$ cat src/rtl/turn_sequencer_pkg.sv
`default_nettype none
// ============================================================================
//  Module   : turn_sequencer_pkg
//  Purpose  : Shared states, checker/game result codes and status bit map
//  Revision : 1.0  initial release
// ============================================================================
package turn_sequencer_pkg;

    typedef enum logic [2:0] {
        IDLE        = 3'd0,
        START       = 3'd1,
        HUMAN_WAIT  = 3'd2,
        HUMAN_CHECK = 3'd3,
        AI_WAIT     = 3'd4,
        OVER        = 3'd5,
        FAULT       = 3'd6
    } state_t;

    // Move checker result codes; anything with bit 2 set is illegal
    localparam logic [2:0] c_CHK_OK         = 3'd0;
    localparam logic [2:0] c_CHK_NO_MOVE    = 3'd1;
    localparam logic [2:0] c_CHK_MUST_JUMP  = 3'd2;
    localparam logic [2:0] c_CHK_MORE_JUMPS = 3'd3;

    localparam logic [1:0] c_GAME_NONE  = 2'd0;
    localparam logic [1:0] c_GAME_BLACK = 2'd1;
    localparam logic [1:0] c_GAME_WHITE = 2'd2;
    localparam logic [1:0] c_GAME_DRAW  = 2'd3;

    localparam int c_STATUS_W            = 13;
    localparam int c_ST_BLACK_TO_PLAY    = 0;
    localparam int c_ST_WHITE_TO_PLAY    = 1;
    localparam int c_ST_DRAW_OFFER       = 2;
    localparam int c_ST_BLACK_WINS       = 3;
    localparam int c_ST_WHITE_WINS       = 4;
    localparam int c_ST_DRAW_GAME        = 5;
    localparam int c_ST_NORMAL_WAIT      = 6;
    localparam int c_ST_PLAYER_MUST_JUMP = 7;
    localparam int c_ST_MORE_JUMPS       = 8;
    localparam int c_ST_UNRECOVERABLE    = 9;
    localparam int c_ST_DID_NOT_MOVE     = 10;
    localparam int c_ST_NEW_GAME         = 11;
    localparam int c_ST_USER_TURN_DONE   = 12;

    function automatic logic [c_STATUS_W-1:0] result_mask(input logic [1:0] gr);
        logic [c_STATUS_W-1:0] m;
        m = '0;
        case (gr)
            c_GAME_BLACK: m[c_ST_BLACK_WINS] = 1'b1;
            c_GAME_WHITE: m[c_ST_WHITE_WINS] = 1'b1;
            c_GAME_DRAW:  m[c_ST_DRAW_GAME]  = 1'b1;
            default:      m = '0;
        endcase
        return m;
    endfunction

endpackage
`default_nettype wire

$ cat src/rtl/btn_edge.sv
`default_nettype none
// ============================================================================
//  Module   : btn_edge
//  Purpose  : Rising-edge detector for a level button, blind to held presses
//  Revision : 1.0  initial release
// ============================================================================
module btn_edge (
    input  logic clk,
    input  logic rst,
    input  logic btn,
    output logic rise
);

    logic r_prev;
    logic r_armed;

    // Armed only after the button has been seen low, so a press held through reset is ignored
    always_ff @(posedge clk) begin
        if (rst) begin
            r_prev  <= 1'b0;
            r_armed <= 1'b0;
        end else begin
            r_prev  <= btn;
            r_armed <= r_armed | ~btn;
        end
    end

    assign rise = btn & ~r_prev & r_armed;

endmodule
`default_nettype wire

$ cat src/rtl/turn_sequencer.sv
`default_nettype none
// ============================================================================
//  Module   : turn_sequencer
//  Purpose  : Human (black) vs AI (white) turn FSM driving checker/AI/LEDs
//  Revision : 1.0  initial release
// ============================================================================
module turn_sequencer
    import turn_sequencer_pkg::*;
#(
    parameter int AI_TIMEOUT = 50_000_000,
    parameter int TW         = 26
) (
    input  logic                  clk,
    input  logic                  rst,
    input  logic                  new_game_btn,
    input  logic                  turn_done_btn,
    input  logic                  draw_btn,
    input  logic                  chk_done,
    input  logic [2:0]            chk_result,
    input  logic [1:0]            game_result,
    input  logic                  ai_done,
    input  logic                  ai_draw_accept,
    output logic                  chk_start,
    output logic                  ai_start,
    output logic [c_STATUS_W-1:0] status
);

    localparam logic [TW-1:0] c_TIMER_LAST = TW'(AI_TIMEOUT - 1);

    logic [2:0] w_btn;
    logic [2:0] w_rise;
    logic       w_new_game;
    logic       w_turn_done;
    logic       w_draw;

    assign w_btn = {draw_btn, turn_done_btn, new_game_btn};

    for (genvar i = 0; i < 3; i++) begin : g_btn
        btn_edge u_btn_edge (
            .clk  (clk),
            .rst  (rst),
            .btn  (w_btn[i]),
            .rise (w_rise[i])
        );
    end

    assign w_new_game  = w_rise[0];
    assign w_turn_done = w_rise[1];
    assign w_draw      = w_rise[2];

    state_t                r_state;
    state_t                w_state_nxt;
    logic                  r_draw_pending;
    logic                  w_draw_pending_nxt;
    logic [TW-1:0]         r_timer;
    logic [TW-1:0]         w_timer_nxt;
    logic [c_STATUS_W-1:0] r_status;
    logic [c_STATUS_W-1:0] w_status_nxt;
    logic                  r_chk_start;
    logic                  w_chk_start_nxt;
    logic                  r_ai_start;
    logic                  w_ai_start_nxt;

    always_ff @(posedge clk) begin
        if (rst) begin
            r_state        <= IDLE;
            r_draw_pending <= 1'b0;
            r_timer        <= '0;
            r_status       <= '0;
            r_chk_start    <= 1'b0;
            r_ai_start     <= 1'b0;
        end else begin
            r_state        <= w_state_nxt;
            r_draw_pending <= w_draw_pending_nxt;
            r_timer        <= w_timer_nxt;
            r_status       <= w_status_nxt;
            r_chk_start    <= w_chk_start_nxt;
            r_ai_start     <= w_ai_start_nxt;
        end
    end

    always_comb begin
        w_state_nxt        = r_state;
        w_draw_pending_nxt = r_draw_pending;
        w_timer_nxt        = r_timer;
        w_status_nxt       = '0;
        w_chk_start_nxt    = 1'b0;
        w_ai_start_nxt     = 1'b0;

        // new_game behaves identically in every state and overrides everything else
        if (w_new_game) begin
            w_status_nxt[c_ST_NEW_GAME] = 1'b1;
            w_state_nxt                 = START;
            w_draw_pending_nxt          = 1'b0;
            w_timer_nxt                 = '0;
        end else begin
            case (r_state)
                START: begin
                    w_status_nxt[c_ST_BLACK_TO_PLAY] = 1'b1;
                    w_status_nxt[c_ST_NORMAL_WAIT]   = 1'b1;
                    w_state_nxt                      = HUMAN_WAIT;
                end
                HUMAN_WAIT: begin
                    if (w_turn_done) begin
                        w_status_nxt[c_ST_USER_TURN_DONE] = 1'b1;
                        w_chk_start_nxt                   = 1'b1;
                        w_state_nxt                       = HUMAN_CHECK;
                    end
                    if (w_draw) begin
                        w_status_nxt[c_ST_DRAW_OFFER] = 1'b1;
                        w_draw_pending_nxt            = 1'b1;
                    end
                end
                HUMAN_CHECK: begin
                    if (chk_done) begin
                        case (chk_result)
                            c_CHK_OK: begin
                                if (game_result != c_GAME_NONE) begin
                                    w_status_nxt = result_mask(game_result);
                                    w_state_nxt  = OVER;
                                end else begin
                                    w_status_nxt[c_ST_WHITE_TO_PLAY] = 1'b1;
                                    w_ai_start_nxt                   = 1'b1;
                                    w_timer_nxt                      = '0;
                                    w_state_nxt                      = AI_WAIT;
                                end
                            end
                            c_CHK_NO_MOVE: begin
                                w_status_nxt[c_ST_DID_NOT_MOVE] = 1'b1;
                                w_state_nxt                     = HUMAN_WAIT;
                            end
                            c_CHK_MUST_JUMP: begin
                                w_status_nxt[c_ST_PLAYER_MUST_JUMP] = 1'b1;
                                w_state_nxt                         = HUMAN_WAIT;
                            end
                            c_CHK_MORE_JUMPS: begin
                                w_status_nxt[c_ST_MORE_JUMPS] = 1'b1;
                                w_state_nxt                   = HUMAN_WAIT;
                            end
                            default: begin
                                w_status_nxt[c_ST_UNRECOVERABLE] = 1'b1;
                                w_state_nxt                      = FAULT;
                            end
                        endcase
                    end
                end
                AI_WAIT: begin
                    // ai_done takes precedence over a timeout landing in the same cycle
                    if (ai_done) begin
                        w_draw_pending_nxt = 1'b0;
                        if (r_draw_pending && ai_draw_accept) begin
                            w_status_nxt[c_ST_DRAW_GAME] = 1'b1;
                            w_state_nxt                  = OVER;
                        end else if (game_result != c_GAME_NONE) begin
                            w_status_nxt = result_mask(game_result);
                            w_state_nxt  = OVER;
                        end else begin
                            w_status_nxt[c_ST_BLACK_TO_PLAY] = 1'b1;
                            w_status_nxt[c_ST_NORMAL_WAIT]   = 1'b1;
                            w_state_nxt                      = HUMAN_WAIT;
                        end
                    end else if (r_timer == c_TIMER_LAST) begin
                        w_status_nxt[c_ST_UNRECOVERABLE] = 1'b1;
                        w_state_nxt                      = FAULT;
                    end else begin
                        w_timer_nxt = r_timer + TW'(1);
                    end
                end
                default: w_state_nxt = r_state;
            endcase
        end
    end

    assign status    = r_status;
    assign chk_start = r_chk_start;
    assign ai_start  = r_ai_start;

endmodule
`default_nettype wire

$ cat config.mk
export PLATFORM = sky130hd
export DESIGN_NAME = turn_sequencer
export DESIGN_NICKNAME = d
export VERILOG_FILES = /design/src/rtl/turn_sequencer_pkg.sv /design/src/rtl/btn_edge.sv /design/src/rtl/turn_sequencer.sv
export SDC_FILE = /design/constraint.sdc
export NUM_CORES = 1
export LEC_CHECK = 0
export CORE_AREA = 2 2 88 90
export CTS_CLUSTER_DIAMETER = 50
export DETAILED_ROUTE_END_ITERATION = 12
export DIE_AREA = 0 0 90 92
export HOLD_SLACK_MARGIN = 0.08
export PLACE_DENSITY = 0.51
export SLEW_MARGIN = 20
export SYNTH_ARGS = -nofsm -noshare
export SYNTH_HDL_FRONTEND = slang
export SYNTH_SLANG_ARGS = --single-unit
$ cat constraint.sdc
create_clock -name clk -period 5.76 [get_ports clk]
set_clock_uncertainty 0.1 [all_clocks]
set_input_delay 1.152 -clock clk [delete_from_list [all_inputs] [get_ports clk]]
set_output_delay 1.152 -clock clk [all_outputs]
set_load 0.005 [all_outputs]
# Word-level counts from Yosys, hierarchy flattened
# Index checks and enable logic that the tools add are counted.
[totals] regBits=51 input_bits=13 output_inout_bits=15 word_cells=128
[classes] n_addsub=1 n_eq_ne=23 muxes=56 bitwise=19 reduce_logical=15
[op_table] operator="$mux 26" count=5
[op_table] operator="$pmux 26 s2" count=1
[op_table] operator="$add 26x1->26 const B" count=1
[op_table] operator="$eq 26x26->1 const B" count=1
[op_table] operator="$mux 3" count=8
[op_table] operator="$mux 7" count=3
[op_table] operator="$mux 1" count=18
[op_table] operator="$mux 13" count=1
[op_table] operator="$eq 3x2->1 const B" count=4
[op_table] operator="$pmux 1 s2" count=6
[op_table] operator="$pmux 1 s3" count=4
[op_table] operator="$pmux 3 s2" count=2
[op_table] operator="$pmux 3 s4" count=1
[op_table] operator="$mux 5" count=2
[op_table] operator="$ne 2x2->1 const B" count=5
[op_table] operator="$not 1->1" count=10
[op_table] operator="$pmux 5 s2" count=1
[op_table] operator="$mux 9" count=1
[op_table] operator="$reduce_and 4->1" count=2
[op_table] operator="$and 1x1->1" count=6
[op_table] operator="$eq 3x1->1 const B" count=2
[op_table] operator="$mux 6" count=1
[op_table] operator="$ne 2x1->1 const B" count=3
[op_table] operator="$reduce_and 6->1" count=1
[op_table] operator="19 further kinds" count=25

# Logic depth before layout (Yosys ltp)
[logic_depth] ltp_word=9 mapped_depth=9 mapped_depth_nobuf=6

# Modules after synthesis
# Synthesis repeated with hierarchy kept, for this count alone.
[unflattened] hier_cells=264 hier_area_um2=2218.4
[by_module_without_submodules] module="turn_sequencer" n_inst=1 cells_per_inst=243 area_each_um2=2030.7 seq_area_each_um2=840.8
[by_module_without_submodules] module="btn_edge" n_inst=3 cells_per_inst=7 area_each_um2=62.6 seq_area_each_um2=40.0

# Worst setup path after synthesis
# OpenSTA, ideal clock, no wires.
[synth_path] kind="in2reg" start="input ai_done" end="register r_timer[20]" setup_ns=0.079 arrival_time_ns=2.322 required_ns=5.581 slack_ns=3.259 cell_stages=6 n_path_buf=1 path_cell_list="nor4b_4 > nand3b_1 > a21oi_1 > clkbuf_1 > o211ai_1 > o221ai_2"
[synth_via] elab_chain_len=2
[synth_rtl] item="start, declared" line_no="turn_sequencer.sv:21" text="input logic ai_done,"
[synth_rtl] item="$ne 2x2->1 (no source line)"
[synth_rtl] item="$reduce_and 6->1 (no source line)"
[synth_rtl] item="end signal, assigned" line_no="turn_sequencer.sv:75" text="r_timer <= w_timer_nxt;"
[synth_rtl] item="end, declared" line_no="turn_sequencer.sv:55" text="logic [TW-1:0] r_timer;"
# Every way passes these cells.
# A chain may end at the register's enable or synchronous reset.

# Final worst setup path
[layout_path] start="input chk_result[1]" end="register r_timer[18]"
[layout_via] elab_chain_len=3
[layout_rtl] item="start, declared" line_no="turn_sequencer.sv:19" text="input logic [2:0] chk_result,"
[layout_rtl] item="$logic_not 3->1" line_no="turn_sequencer.sv:116" text="case (chk_result)"
[layout_rtl] item="$ne 2x1->1 (no source line)"
[layout_rtl] item="$reduce_and 6->1 (no source line)"
# Every way passes these cells.

==> results.md <==
* Outcome: finished, final reports clean
* Clk buf depth at 2
* Max-Cap Viols at 0
* Flops & latches, synth at 48
* CP Launch Point: chk_result[1]
* Pwr dens at around 220 mW/mm²
* Die Y at approximately 92 µm
* Period minus WS final at around 3.1 ns
* Setup violators final at 0
* Clock buffer count from CTS at 5
* Setup_tns at 0 ns
* Hold_buf cts at 0
* Tot GR Track Use at 0.152
* Total wire length at 6190 µm
* GR Overflow Total at 0
* Instance count on the critical path at 5
* Starting density of the core at 0.336
* Leading cell type in the layout, fill and taps excluded: dfxtp_1
* R2R cell count at 6
* Mapped cell area at around 0.0025 mm²
* FFs w/ async S/R, synth at 0
* Final ANT Viol Nets at 0
* Worst-path clk slew at about 0.1 ns
* Post-CTS resize count at 0
* Layout cells sized above 1 at 0.0786
* Largest net degree at the start of global routing at 19
* Drt first-iter violations at between 100 and 150
* VDD IR-drop max at ~0.00014 V
* Initial antenna violation count at 0
* Synth top area cells: dfxtp_1, a21oi_1, nand2_1
* Crit path cell chain: clkdlybuf4s50_1, nor4_2, o21ai_2, o21ai_2, o221ai_1
* Reg2reg start: r_timer[1]
* CP endpoint kind: register
* Critical path required time at approximately 5.8 ns
* TritonCTS clock tree: done
* Final count of pins violating max slew at 0
* CP arrival at approximately 3.2 ns
* Hold Path Class: reg -> reg
* Worst setup path endpoint: r_timer[18]
* Yosys warnings at 0
* DRC at 0
* Die span in x at ~90 µm
* Die area at around 0.0083 mm²
* Crit Path Max Fanout at 18
* GP Congestion at just under 0.8
* CP top delay family: compound AO/OA/AOI/OAI gates
* Syn Area/Cell at 8.39 µm²
* Setup CP Type: in -> reg
* Primary FF master, synth: dfxtp_1
* Most frequent cells in the layout: dfxtp_1, clkdlybuf4s50_1, a21oi_1
* Ports at 28
* Post-synthesis net count at roughly 310
* DRT Pass-1 Iters at 5
* Post-synth top area share at 0.384
* Leakage dissipation at 0.927 nW
* Core Area at between 0.007 and 0.008 mm²
* N_diodes at 0
* Worst Path Buf+Inv at 1
* Post-DR wirelength/cell at roughly 15 µm
* Syn-to-layout area delta at 17.5%
* Slew @ Worst Pin at between 0.7 and 0.8 ns
* Slew HR at 0.474
* CP max stage delay at approximately 0.6 ns
* Crit share post-route at 0.542
* Dpl hpwl at between 4000 and 5000 µm
* Htree depth at 2
* Clk_lat worst skew at 0.30 ns
* Vias in the first global route at ~2k
* Post-synth EDFFs at 0
* Crit-path most repeated cell: o21ai_2
* CTS Sinks at between 40 and 50
* Post-synth cell types at between 50 and 60
* Final nets at between 300 and 400
* First-pass GRT wire length at ~10,000 µm
* R2R Setup Slk at about 3.2 ns
* FP Rows at 32
* Fin. Hold Viols at 0
* CP max stage cell: o21ai_2
* Number of post-CTS setup repair buffers at 0
* Mapped Cells at roughly 300
* Port Buffer Count at 27
* Via count at 2,327
* R2R Path End: r_timer[18]
* CP startpoint kind: primary input
* Total Power at approximately 0.00065 W
* Register area share after synthesis at 0.384
* RSZ-0062 raised after global routing: no
* CTS Root Cell: clkbuf_8
* Vias/cell at 5.54
* Cell taking the most area after synthesis: dfxtp_1
* Max frequency at 320 MHz
-- per-layer routing --
metal | wire length [µm] | track usage | vias to the layer above
met2 | 2740 | 0.227 | 49
met1 | 3150 | 0.223 | 1107
li1 | - | - | 1161
met5 | 0 | 0 | -
met4 | 95 | 0.0474 | 0
met3 | 208 | 0.0230 | 10
-- logic make-up (layout without fill, tap and decap cells) --
family	after synthesis	after routing	share of synthesized area
simple gates	132	132	0.327
fa+ha+maj	1	1	0.00500
buf+inv	32	52	0.0600
compound gates	85	85	0.224
flops	48	48	0.384
-- stage by stage --
stage	setup WS [ns]	area, µm²	std cells	util	hold slack [ns]
floorplan	3.26	2500	298	-	0.330
global placement	2.13	2820	411	0.378	0.340
detailed placement	2.32	2820	412	0.379	0.345
CTS	2.64	2940	420	0.395	0.361
global route	2.46	2940	420	0.395	0.388
finish	2.64	2940	420	0.395	0.355
-- state kept, by name, summed over array words and instances, names as in the netlist --
signal                    cells
r_timer                      26
r_draw_pending                1
g_btn.u_btn_edge.r_prev       3
status                       11
g_btn.u_btn_edge.r_armed      3
r_state                       3
ai_start                      1
-- synth_stat cells (5+ instances only) --
cell,instances
nand3b_1,7
nor3_1,12
inv_1,14
clkbuf_1,6
nor2_1,17
and3b_1,5
a21oi_1,22
a31oi_1,6
and3_1,8
nand3_1,15
nor4_1,8
nand2_1,21
o21ai_1,15
a211oi_1,5
buf_2,6
dfxtp_1,48
o21ai_0,10
nand4_1,8
-- cell type report --
type	instances	area (µm²)
clock inverter	3	46.3
multi-input combinational	218	1390
clock buffer	5	68.8
sequential	48	961
timing repair buffer	30	293
fill	797	4510
inverter	14	52.6
tap	102	128
-- how the worst min path moves through the flow --
stage,from,endpoint,slack [ns],cells past startpoint
after floorplan,g_btn[1].u_btn_edge.r_armed,g_btn[1].u_btn_edge.r_armed,0.33,2
after global placement,g_btn[1].u_btn_edge.r_armed,g_btn[1].u_btn_edge.r_armed,0.34,2
after detailed placement,g_btn[1].u_btn_edge.r_armed,g_btn[1].u_btn_edge.r_armed,0.34,2
after CTS,g_btn[1].u_btn_edge.r_armed,g_btn[1].u_btn_edge.r_armed,0.36,2
after global routing,g_btn[2].u_btn_edge.r_armed,g_btn[2].u_btn_edge.r_armed,0.39,2
final,g_btn[1].u_btn_edge.r_armed,g_btn[1].u_btn_edge.r_armed,0.36,2
-- power by group --
| group | total (W) | internal, W | switching, W |
|---|---|---|---|
| clock network | 0.000251 | 0.000131 | 0.000120 |
| registers | 0.000349 | 0.000338 | 0.0000104 |
| logic | 0.0000469 | 0.0000224 | 0.0000246 |
-- worst register-to-register path: cells and delay by family, from the launching register on --
kind | cells | cell delay [ns]
AO/OA/AOI/OAI | 2 | 0.54
flip-flops | 1 | 0.43
adder cells (fa/ha/maj) | 1 | 0.26
AND/OR/NAND/NOR | 3 | 1.19
(Power assumes the default switching activity.)
